$ cat src/rtl/paso8bto32b_pkg.sv
// Shared constants and types for the 8b->32b lane arbiter.
// Imported by the arbiter top and its round-robin selector.
package paso8bto32b_pkg;

  localparam int BYTES_PER_WORD = 4;
  localparam int LANE_W = 2;
  localparam int N_LANES = 1 << LANE_W;

  typedef enum logic {
    IDLE,
    BUSY
  } state_t;

  localparam logic [LANE_W-1:0] LAST_RST = LANE_W'(N_LANES - 1);

endpackage

$ cat src/rtl/rr_selector.sv
// Combinational round-robin picker: first request after last.
// Produces one-hot grant and encoded lane index.
module rr_selector
  import paso8bto32b_pkg::*;
(
  input  logic [N_LANES-1:0] req,
  input  logic [LANE_W-1:0]  last,
  output logic [N_LANES-1:0] gnt,
  output logic [LANE_W-1:0]  idx
);

  logic [LANE_W-1:0] cand;
  logic              found;

  always_comb begin
    gnt   = '0;
    idx   = '0;
    cand  = '0;
    found = 1'b0;
    for (int i = 1; i <= N_LANES; i++) begin
      cand = last + LANE_W'(i);
      if (!found && req[cand]) begin
        found     = 1'b1;
        idx       = cand;
        gnt[cand] = 1'b1;
      end
    end
  end

endmodule

$ cat src/rtl/arbitro_paso8bto32b.sv
// Word-granular round-robin arbiter for four byte lanes feeding
// the shared 8b->32b converter; one lane owns four accepted bytes.
module arbitro_paso8bto32b
  import paso8bto32b_pkg::*;
#(
  parameter int NUM_LANES      = 4,
  parameter int BYTES_PER_WORD = paso8bto32b_pkg::BYTES_PER_WORD
) (
  input  logic        clk_4f,
  input  logic        reset,
  input  logic [7:0]  data_in_0,
  input  logic [7:0]  data_in_1,
  input  logic [7:0]  data_in_2,
  input  logic [7:0]  data_in_3,
  input  logic        valid_0,
  input  logic        valid_1,
  input  logic        valid_2,
  input  logic        valid_3,
  output logic        ack_0,
  output logic        ack_1,
  output logic        ack_2,
  output logic        ack_3,
  output logic [7:0]  data_out,
  output logic        valid_out,
  output logic [1:0]  lane_out,
  output logic        sow,
  output logic        eow,
  output logic [3:0]  grant
);

  localparam logic [1:0] LAST_BYTE = 2'(BYTES_PER_WORD - 1);

  state_t     state;
  logic [1:0] byte_cnt;
  logic [1:0] last;
  logic [3:0] req;
  logic [3:0] sel_gnt;
  logic [1:0] sel_idx;
  logic [3:0] ack;
  logic [1:0] acc_idx;
  logic       accepted;
  logic [7:0] din [NUM_LANES];

  assign req    = {valid_3, valid_2, valid_1, valid_0};
  assign din[0] = data_in_0;
  assign din[1] = data_in_1;
  assign din[2] = data_in_2;
  assign din[3] = data_in_3;

  rr_selector u_sel (
    .req  (req),
    .last (last),
    .gnt  (sel_gnt),
    .idx  (sel_idx)
  );

  // While busy, last already names the owner of the word.
  always_comb begin
    ack     = '0;
    acc_idx = last;
    if (!reset) begin
      unique case (state)
        IDLE: begin
          ack     = sel_gnt;
          acc_idx = sel_idx;
        end
        BUSY: ack = grant & req;
      endcase
    end
  end

  assign accepted = |ack;
  assign {ack_3, ack_2, ack_1, ack_0} = ack;

  always_ff @(posedge clk_4f) begin
    if (reset) begin
      state     <= IDLE;
      byte_cnt  <= '0;
      last      <= LAST_RST;
      grant     <= '0;
      data_out  <= '0;
      lane_out  <= '0;
      valid_out <= 1'b0;
      sow       <= 1'b0;
      eow       <= 1'b0;
    end else begin
      valid_out <= accepted;
      sow       <= accepted && (byte_cnt == '0);
      eow       <= accepted && (byte_cnt == LAST_BYTE);
      if (accepted) begin
        data_out <= din[acc_idx];
        lane_out <= acc_idx;
      end
      unique case (state)
        IDLE: begin
          if (accepted) begin
            state    <= BUSY;
            grant    <= sel_gnt;
            last     <= sel_idx;
            byte_cnt <= 2'd1;
          end
        end
        BUSY: begin
          if (accepted) begin
            if (byte_cnt == LAST_BYTE) begin
              state    <= IDLE;
              grant    <= '0;
              byte_cnt <= '0;
            end else begin
              byte_cnt <= byte_cnt + 2'd1;
            end
          end
        end
      endcase
    end
  end

endmodule

$ cat config.mk
export PLATFORM = sky130hd
export DESIGN_NAME = arbitro_paso8bto32b
export DESIGN_NICKNAME = d
export VERILOG_FILES = /design/src/rtl/paso8bto32b_pkg.sv /design/src/rtl/rr_selector.sv /design/src/rtl/arbitro_paso8bto32b.sv
export SDC_FILE = /design/constraint.sdc
export NUM_CORES = 1
export LEC_CHECK = 0
export CAP_MARGIN = 20
export CELL_PAD_IN_SITES_DETAIL_PLACEMENT = 2
export CELL_PAD_IN_SITES_GLOBAL_PLACEMENT = 2
export CORE_MARGIN = 2
export CORE_UTILIZATION = 27
export DETAILED_ROUTE_END_ITERATION = 10
export HOLD_SLACK_MARGIN = 0.06
export PLACE_DENSITY = 0.83
export SYNTH_ARGS = -nofsm -noshare
export SYNTH_HDL_FRONTEND = slang
export SYNTH_SLANG_ARGS = --single-unit
export TNS_END_PERCENT = 50
$ cat constraint.sdc
create_clock -name clk_4f -period 4.45 [get_ports clk_4f]
set_clock_uncertainty 0.1 [all_clocks]
set_input_delay 0.6675 -clock clk_4f [delete_from_list [all_inputs] [get_ports clk_4f]]
set_output_delay 0.6675 -clock clk_4f [all_outputs]
set_load 0.02 [all_outputs]
==> summary.txt <==
Max Fanout on Critical Path: 10
Buf+Inv Stages, Crit Path: 2
DRC Markers: 0
Port bufs: 58
Top cell family by delay on the critical path: buffers and inverters
Met2 WL: 3.05 mm
Final Power: 1.71 mW
Setup_tns: 0 ns
# H-tree levels: 1
Pleak: 1.03 nW
All-layer global routing usage: 0.173
Remaining antenna violation count after routing: 0
CTS Buf Count: 3
Global route total overflow: 0
Finished Cell Area: 2550 um^2
Place WS: 0.449 ns
Largest net degree at the start of global routing: 26
Total number of vias: 1840
Post-CTS Setup Bufs: 0
Main area contributors after synthesis: dfxtp_1 (24%), mux2i_1 (12%), mux2_2 (8.1%)
Pre-Repair DR Iteration Count: 4
Syn Area/Cell: 8.82 um^2
CTS resizes: 0
Worst endpoint data arrival time: 3.39 ns
Final HPWL DP: 4.86 mm
Max VDD drop: 0.000267 V
Worst slew margin: 0.346
Crit-path slowest cell: clkdlybuf4s50_1
Outcome: completed
Clk buf depth: 2
Mapped Area: 1820 um^2
Post-Layout Cell Count: 338
DP Area: 2480 um^2
Startpoint types: flip-flop
Max incr delay on CP: 0.65 ns
Final Util: 0.397
# Max-Cap Violations: 0
RSZ-0062 raised after global routing: no
Setup-failing EPs final: 0
Clk Latency, worst-skew pair: 0.26 ns
Die Ht: 86.0 um
Synth top cells by count: dfxtp_1 (22), mux2i_1 (21), o21ai_0 (18), nand2_1 (14), nand3_1 (14)
Worst-Margin Slew: 0.953 ns
Met1 WL: 2.59 mm
Final worst setup slack: 0.290 ns
Worst setup path category: reg -> out
Power Dens Cells: 671 nW/um^2
FILL cells: 727
Post-synthesis cell type count: 43
First-pass GRT wire length: 10.2 mm
Seq/Total Area, Yosys: 0.242
Minimum period implied by the final worst setup slack: 4.16 ns
Placed instance count: 334
Final hold vios: 0
Die Area: 7400 um^2
Ant diodes: 0
Setup crit end kind: output port
Core area: 6420 um^2
WL final: 6.12 mm
Share of the synthesized area in the top cell type: 0.242
WHS: 0.362 ns
Max layer used: met4
Cell with the most instances after synthesis: dfxtp_1
Synth area leader: dfxtp_1
Max frequency: 240 MHz
Clk root buf: clkbuf_8
YS warnings: 0
Layout cells sized above 1: 0.142
Final period util: 0.935
FF+latch count, synth: 22
Gpl congestion: 0.802
Hold WC Path Type: reg -> reg
FFs w/ async S/R, synth: 0
Net count reported at finish: 310
Avg WL per Cell: 18.1 um
CTS tree: yes
FF+latch area: 440 um^2
Multi-input gate area: 1260 um^2
Clock Pin Slew Worst Setup and Hold Paths: 0.08 ns
Vias in the first global route: 2038
Slew Limit Fails: 0
Layout area overhead: 40.2%
Critical-path cell list: clkinv_1 -> ha_1 -> mux2_2 -> mux2i_1 -> o21ai_0 -> o211ai_2 -> clkdlybuf4s50_1
Post-synth EDFFs: 0
Sink Count: 22
Die width: 86.0 um
Net Count, Synth: 254
Initial antenna violation count: 0
Post-CTS Hold Fix Bufs: 0
Row count: 29
Initial Util: 0.283
# IOs: 59
Primary FF master, synth: dfxtp_1
CP Data Required Time: 3.68 ns
Drt via density: 5.44
Met3 wire len: 415 um
Mapped Cells: 206
Iter 0 DRT Violations: 58
==> path summary, 6_finish.rpt <==
| path | from | end | slack, ns | cells after the start |
|---|---|---|---|---|
| max | last[0] | ack_2 | 0.29 | 7 |
| min | lane_out[0] | lane_out[0] | 0.36 | 2 |
| max reg2reg | last[0] | byte_cnt[0] | 0.74 | 12 |
| min reg2reg | lane_out[0] | lane_out[0] | 0.36 | 2 |
==> worst register-to-register path, stage by stage (launching register included) <==
cell and delay [ns]:
dfxtp_1 0.34, clkinv_1 0.33, ha_1 0.52, buf_4 0.20, mux2i_1 0.21, buf_4 0.19, o22ai_1 0.14, a221oi_2 0.32
o211ai_2 0.18, nor4_4 0.53, buf_4 0.29, a21oi_1 0.06, a31o_1 0.19
==> sequential cells by signal, indices dropped and copies added, names as in the netlist <==
register / cells
data_out: 8
grant: 4
byte_cnt: 2
lane_out: 2
last: 2
eow: 1
sow: 1
state: 1
valid_out: 1
==> cell families after synthesis <==
| logic type | Yosys count | share of synthesized area |
|---|---|---|
| AO/OA/AOI/OAI | 62 | 0.249 |
| adder cells (fa/ha/maj) | 10 | 0.0689 |
| AND/OR/NAND/NOR | 49 | 0.141 |
| buffers and inverters | 25 | 0.0634 |
| flip-flops | 22 | 0.242 |
| multiplexers | 38 | 0.235 |
==> area by class of cell <==
| class | instances | area share |
|---|---|---|
| flip-flops and latches | 22 | 0.173 |
| clock buffers | 3 | 0.0162 |
| multi-input cells | 159 | 0.495 |
| well taps | 77 | 0.0378 |
| inverters | 10 | 0.0147 |
| clock inverters | 1 | 0.0118 |
| repair buffers | 66 | 0.251 |
==> cells in the final DEF (no fill, tap or decap), types with 2 or more instances in the layout <==
| cell type | count |
|---|---|
| clkdlybuf4s50_1 | 58 |
| dfxtp_1 | 22 |
| mux2i_1 | 21 |
| o21ai_0 | 18 |
| nand2_1 | 14 |
| nand3_1 | 14 |
| mux2_2 | 13 |
| ha_1 | 10 |
| inv_1 | 8 |
| a21oi_1 | 8 |
| buf_4 | 8 |
| nor2_1 | 6 |
| o211ai_1 | 6 |
| a31o_1 | 5 |
| nand2b_1 | 4 |
| o22ai_1 | 4 |
| o211ai_2 | 4 |
| a221oi_2 | 3 |
| o221ai_1 | 3 |
| clkbuf_8 | 3 |
| clkinv_1 | 2 |
| mux4_2 | 2 |
| nor2b_1 | 2 |
| nor3_1 | 2 |
| o21bai_1 | 2 |
==> power by group <==
group	internal (mW)	leakage, nW	total, mW	switching (mW)
combinational	0.530	0.809	1.18	0.651
sequential	0.285	0.183	0.343	0.0580
clock	0.120	0.0357	0.187	0.0665
total	0.935	1.03	1.71	0.775
==> per-layer routing <==
layer,global-route usage,up-vias
met5,0,-
met1,0.206,899
met2,0.313,60
met3,0.0539,4
li1,-,877
met4,0.0231,0
(Power assumes the default switching activity.)
